File: src/rtl/cnt_seq.sv
// Start/stop/clear sequencer around a W-bit modulo up-counter with single-shot or auto-reload.
// Optional prescaler on the advance tick is enabled by defining CNT_SEQ_PRESCALE_EN.
module cnt_seq #(
  parameter int W   = 8,
  parameter int PRE = 1
) (
  input  logic         Clk,
  input  logic         MR,
  input  logic         Start,
  input  logic         Stop,
  input  logic         Clear,
  input  logic         Auto,
  input  logic [W-1:0] Len,
  output logic [W-1:0] Q,
  output logic         C,
  output logic         Busy,
  output logic         Done
);

  typedef enum logic [1:0] {
    IDLE  = 2'd0,
    RUN   = 2'd1,
    PAUSE = 2'd2,
    DONE  = 2'd3
  } state_t;

  localparam logic [W-1:0] ONE_C = {{(W-1){1'b0}}, 1'b1};

  state_t       state_r, state_s;
  logic [W-1:0] q_r, q_s;
  logic [W-1:0] m_r, m_s;
  logic [W-1:0] last_s;
  logic         tick_s;
  logic         c_r, busy_r, done_r;
  logic         c_s, busy_s, done_s;

  // Modulus minus one wraps to all-ones when M=0, giving N=2^W.
  assign last_s = m_r - ONE_C;

`ifdef CNT_SEQ_PRESCALE_EN
  localparam logic [15:0] PRE_LAST_C = 16'(PRE - 1);

  logic [15:0] pre_r, pre_s;

  assign tick_s = (pre_r == PRE_LAST_C);

  // Prescaler next value: cleared on abort or fresh start, frozen outside active RUN.
  always_comb begin
    pre_s = pre_r;
    if (Clear) begin
      pre_s = 16'd0;
    end else if ((state_r == RUN) && !Stop) begin
      if (tick_s) begin
        pre_s = 16'd0;
      end else begin
        pre_s = pre_r + 16'd1;
      end
    end else if (((state_r == IDLE) || (state_r == DONE)) && Start) begin
      pre_s = 16'd0;
    end else begin
      pre_s = pre_r;
    end
  end

  // Prescaler register.
  always_ff @(posedge Clk or negedge MR) begin
    if (!MR) begin
      pre_r <= 16'd0;
    end else begin
      pre_r <= pre_s;
    end
  end
`else
  // Without the prescaler every RUN edge advances; PRE only needs to be legal.
  assign tick_s = (PRE >= 1);
`endif

  // Next-state and next-count decode; Clear overrides everything.
  always_comb begin
    state_s = state_r;
    q_s     = q_r;
    m_s     = m_r;
    if (Clear) begin
      state_s = IDLE;
      q_s     = '0;
    end else begin
      case (state_r)
        IDLE: begin
          q_s = '0;
          if (Start) begin
            state_s = RUN;
            m_s     = Len;
          end else begin
            state_s = IDLE;
          end
        end
        RUN: begin
          if (Stop) begin
            state_s = PAUSE;
          end else if (tick_s) begin
            if (q_r == last_s) begin
              q_s     = '0;
              state_s = Auto ? RUN : DONE;
            end else begin
              q_s = q_r + ONE_C;
            end
          end else begin
            state_s = RUN;
          end
        end
        PAUSE: begin
          if (Start) begin
            state_s = RUN;
          end else begin
            state_s = PAUSE;
          end
        end
        DONE: begin
          q_s = '0;
          if (Start) begin
            state_s = RUN;
            m_s     = Len;
          end else begin
            state_s = IDLE;
          end
        end
        default: begin
          state_s = IDLE;
          q_s     = '0;
        end
      endcase
    end
  end

  // Flags are decoded from the next registered state so they match state/Q each cycle.
  always_comb begin
    c_s    = (state_s == RUN) && (q_s == (m_s - ONE_C));
    busy_s = (state_s == RUN) || (state_s == PAUSE);
    done_s = (state_s == DONE);
  end

  // State, count, modulus and flag registers.
  always_ff @(posedge Clk or negedge MR) begin
    if (!MR) begin
      state_r <= IDLE;
      q_r     <= '0;
      m_r     <= '0;
      c_r     <= 1'b0;
      busy_r  <= 1'b0;
      done_r  <= 1'b0;
    end else begin
      state_r <= state_s;
      q_r     <= q_s;
      m_r     <= m_s;
      c_r     <= c_s;
      busy_r  <= busy_s;
      done_r  <= done_s;
    end
  end

  assign Q    = q_r;
  assign C    = c_r;
  assign Busy = busy_r;
  assign Done = done_r;

endmodule
File: config.mk
export PLATFORM = sky130hd
export DESIGN_NAME = cnt_seq
export DESIGN_NICKNAME = d
export VERILOG_FILES = /design/src/rtl/cnt_seq.sv
export SDC_FILE = /design/constraint.sdc
export NUM_CORES = 1
export LEC_CHECK = 0
export CELL_PAD_IN_SITES_DETAIL_PLACEMENT = 0
export CELL_PAD_IN_SITES_GLOBAL_PLACEMENT = 1
export CORE_MARGIN = 3
export CORE_UTILIZATION = 37
export CTS_CLUSTER_SIZE = 25
export DETAILED_ROUTE_END_ITERATION = 16
export PLACE_DENSITY = 0.73
export SLEW_MARGIN = 20
export SYNTH_ARGS = -nofsm -noshare
export SYNTH_HDL_FRONTEND = slang
export SYNTH_SLANG_ARGS = --single-unit
File: constraint.sdc
create_clock -name Clk -period 3.18 [get_ports Clk]
set_input_delay 0.954 -clock Clk [delete_from_list [all_inputs] [get_ports Clk]]
set_output_delay 0.954 -clock Clk [all_outputs]
set_load 0.005 [all_outputs]
==> results_dict.tcl <==
set metrics [dict create \
    status "finished, violations left" \
    failed_checks "negative setup slack" \
    cts.clk_slew.worst_paths_ns 0.09 \
    yosys_warnings 0 \
    synth_area_leaders "dfrtp_1 (29%), ha_1 (6.3%), xor2_1 (4.9%)" \
    synth_mux_area_share_pct 6.96 \
    clock_latency_ns 0.27 \
    cp_num_buf_inv 0 \
    ys_ff_latch 21 \
    synth_edf_count 0 \
    cpLargestDelayFamily "compound AO/OA/AOI/OAI gates" \
    min_period_ns 3.53 \
    place_congestion 0.847 \
    placed_cell_area_um2 2490 \
    wl_mm 4.85 \
    antenna_found_initial 0 \
    syn_area_per_cell_um2 8.56 \
    start_util_pct 39.7 \
    hold_path.class "reg -> reg" \
    synth_top_family_by_area "simple AND/OR/NAND/NOR gates" \
    critPathMostFrequentCell "o2111ai_1" \
    cts-root-buf "clkbuf_8" \
    drive_gt1_share_pct 28.4 \
    slew_viol_final 0 \
    rsz0062_at_grt "yes" \
    io_pins 25 \
    setup_violations 1 \
    cts_max_level 1 \
    postLayoutCellArea_um2 2540 \
    cp_slowest_cell "or4_4" \
    nets 309 \
    drtAntennaViolNets 0 \
    crit_fanout 4 \
    synthXorXnorAreaFrac_pct 7.79 \
    stdcell_count 350 \
    slowest_delay_ns 0.42 \
    n_antenna_cell 0 \
    holdBufCountCts 0 \
    cts_buffers 3 \
    synthSimpleGateAreaFrac_pct 23.7 \
    die_w_um 75.7 \
    die_h_um 75.7 \
    dp_hpwl_mm 3.98 \
    viasPerCell 5.23 \
    synth_top_area_share_pct 29.2 \
    preCtsSetupSlack_ns -0.625 \
    final_core_util_pct 56.0 \
    setup_slack_ns -0.349 \
    leakagePower_nw 1.14 \
    async_reset_ff_share_pct 100 \
    arrival_ns 3.69 \
    postSynthCellCount 210 \
    cts_tree "yes" \
    finalHoldViolCount 0 \
    port_buffers 24 \
    reg2reg_slack_ns -0.35 \
    post_drt_wl_per_cell_um 13.9 \
    ys_seq_area_share_pct 29.2 \
    synth_compound_area_share_pct 17.9 \
    fin_skew_ns 0.00723 \
    slew_headroom_pct 69.6 \
    overflow 0 \
    area_growth_pct 41.3 \
    die-area_um2 5730 \
    rows 24 \
    crit_chain "or3_1, o2111a_1, or4_4, nand4b_1, nor2_1, a21oi_1, a311o_1, ha_2, o2111ai_1, a222oi_1, o311ai_1, a211oi_1, o2111ai_1, a2111oi_2" \
    netlist_area_um2 1800 \
    worst_ep_required_time_ns 3.34 \
    dr.pass1.iters 6 \
    startpoint_type "register" \
    criticalPathCategory "reg -> reg" \
    yosysUniqueCellTypes 52 \
    grt_pass1_vias 1721 \
    powerDensity_nw_per_um2 400 \
    fmax_mhz 283 \
    post_cts_buffers 0 \
    yosys_most_used_dff "dfrtp_1" \
    grt_pass1_wl_mm 8.22 \
    cts.path.max_buffers 2 \
    synth_fp_nets 233 \
    cts_sinks 21 \
    synthAdderAreaFrac_pct 6.26 \
    coreArea_um2 4530 \
    fill_cells 446 \
    synth_top_area_cell "dfrtp_1" \
    ir_worst_vdd_mv 0.185 \
    dpl.cell_count 346 \
    drv_cap 0 \
    fin_crit_sh_pct 111 \
    drtIter0Drc 88 \
    grt_util_all_layers_pct 18.9 \
    grt_max_degree 22 \
    tightestPinTransition_ns 0.454 \
    vias 1831 \
    end_kind "register" \
    drc 0 \
]
what timing repair did:
item | CTS | global route
setup endpoints to repair | 1 | 1
pin swaps | 1 | 2
endpoints found under the hold margin | 0 | 0
gates resized for setup | 0 | 2
area by class of cell:
cell class / instances / area (um2) / area share (%)
Sequential cell: 21 / 526 / 20.7
Timing Repair Buffer: 83 / 683 / 26.9
Clock buffer: 3 / 41.3 / 1.62
Inverter: 17 / 63.8 / 2.51
Multi-Input combinational cell: 160 / 1140 / 44.9
Clock inverter: 1 / 5.00 / 0.197
Tap cell: 65 / 81.3 / 3.20
layout by cell type (no fill, tap or decap), types with 2 or more instances in the layout:
cell / count
buf_4: 59
clkdlybuf4s50_1: 24
dfrtp_1: 21
nand2_1: 21
inv_1: 17
a21oi_1: 14
xor2_1: 10
nor2_1: 10
nor3_1: 8
mux2i_1: 7
nand3_1: 7
ha_1: 7
xnor2_1: 6
o21ai_0: 6
mux2_2: 4
o2111ai_1: 4
nor4_1: 4
nand4_1: 4
nand2b_1: 3
nor3b_1: 3
o211ai_1: 3
or2_2: 3
clkbuf_8: 3
nand3b_1: 2
nand4b_1: 2
or3_1: 2
a211oi_1: 2
and4_1: 2
a21oi_2: 2
ha_2: 2
state kept, by name (all words and copies together), names as in the netlist:
name,cells
C,1
Done,1
Busy,1
m_r,8
Q,8
state_r,2
logic make-up after synthesis:
| group | Yosys count |
|---|---|
| AND/OR/NAND/NOR | 79 |
| AO/OA/AOI/OAI | 44 |
| buffers and inverters | 29 |
| flip-flops | 21 |
| XOR/XNOR | 16 |
| multiplexers | 12 |
| adder cells (fa/ha/maj) | 9 |
tightest hold or removal path, delay by kind of cell, from the launching register on:
family,cells,cell delay [ns]
buffers and inverters,2,0.19
DFF,1,0.35
muxes,1,0.10
cells in the mapped netlist (2+ instances only):
cell and instances:
nor3_1 8, nor2_1 10, nand4_1 4, nor3b_1 3, a211oi_1 2, clkbuf_1 5
xnor2_1 6, nand2_1 21, nand3_1 7, or2_2 3, mux2i_1 8, a21oi_1 14
xor2_1 10, o211ai_1 3, inv_1 17, a21oi_2 2, nand2b_1 3, and4_1 2
o21ai_0 6, ha_1 9, o2111ai_1 4, dfrtp_1 21, buf_6 3, or3_1 2
mux2_2 4, nand3b_1 2, nor4_1 5, nand4b_1 2
worst paths after layout:
kind	start	end	cells after the start
setup / recovery	m_r[0]$_DFF_PN0_	C$_DFF_PN0_	14
hold / removal	m_r[1]$_DFF_PN0_	m_r[1]$_DFF_PN0_	3
setup reg to reg	m_r[0]$_DFF_PN0_	C$_DFF_PN0_	14
hold reg to reg	m_r[1]$_DFF_PN0_	m_r[1]$_DFF_PN0_	3
max in group asynchronous	MR	Q[4]$_DFF_PN0_	2
min in group asynchronous	MR	Q[6]$_DFF_PN0_	2
layer usage:
layer	vias to the layer above	part of all wire, %	global-route usage, %
met4	0	0.99	4.66
met1	867	50	28.3
met2	46	44	28.8
li1	914	-	-
met5	-	0	0
met3	4	5.4	2.37
power by group:
group	switching (W)	leakage [nW]	internal, W	total [W]
logic	0.000246	0.842	0.000269	0.000515
clock network	0.0000940	0.0255	0.0000875	0.000181
registers	0.0000240	0.273	0.000297	0.000321
total	0.000364	1.14	0.000654	0.00102
per-stage QoR:
step | setup TNS (ns) | total power (W) | hold WS, ns
after global placement | -0.467 | 0.000831 | 0.627
after CTS | -0.396 | 0.00102 | 0.671
after global routing | -0.662 | 0.00110 | 0.724
after floorplan | -0.196 | 0.000594 | 0.551
final | -0.349 | 0.00102 | 0.674
after detailed placement | -0.625 | 0.000836 | 0.650
Power figures use the tool's default switching activity.
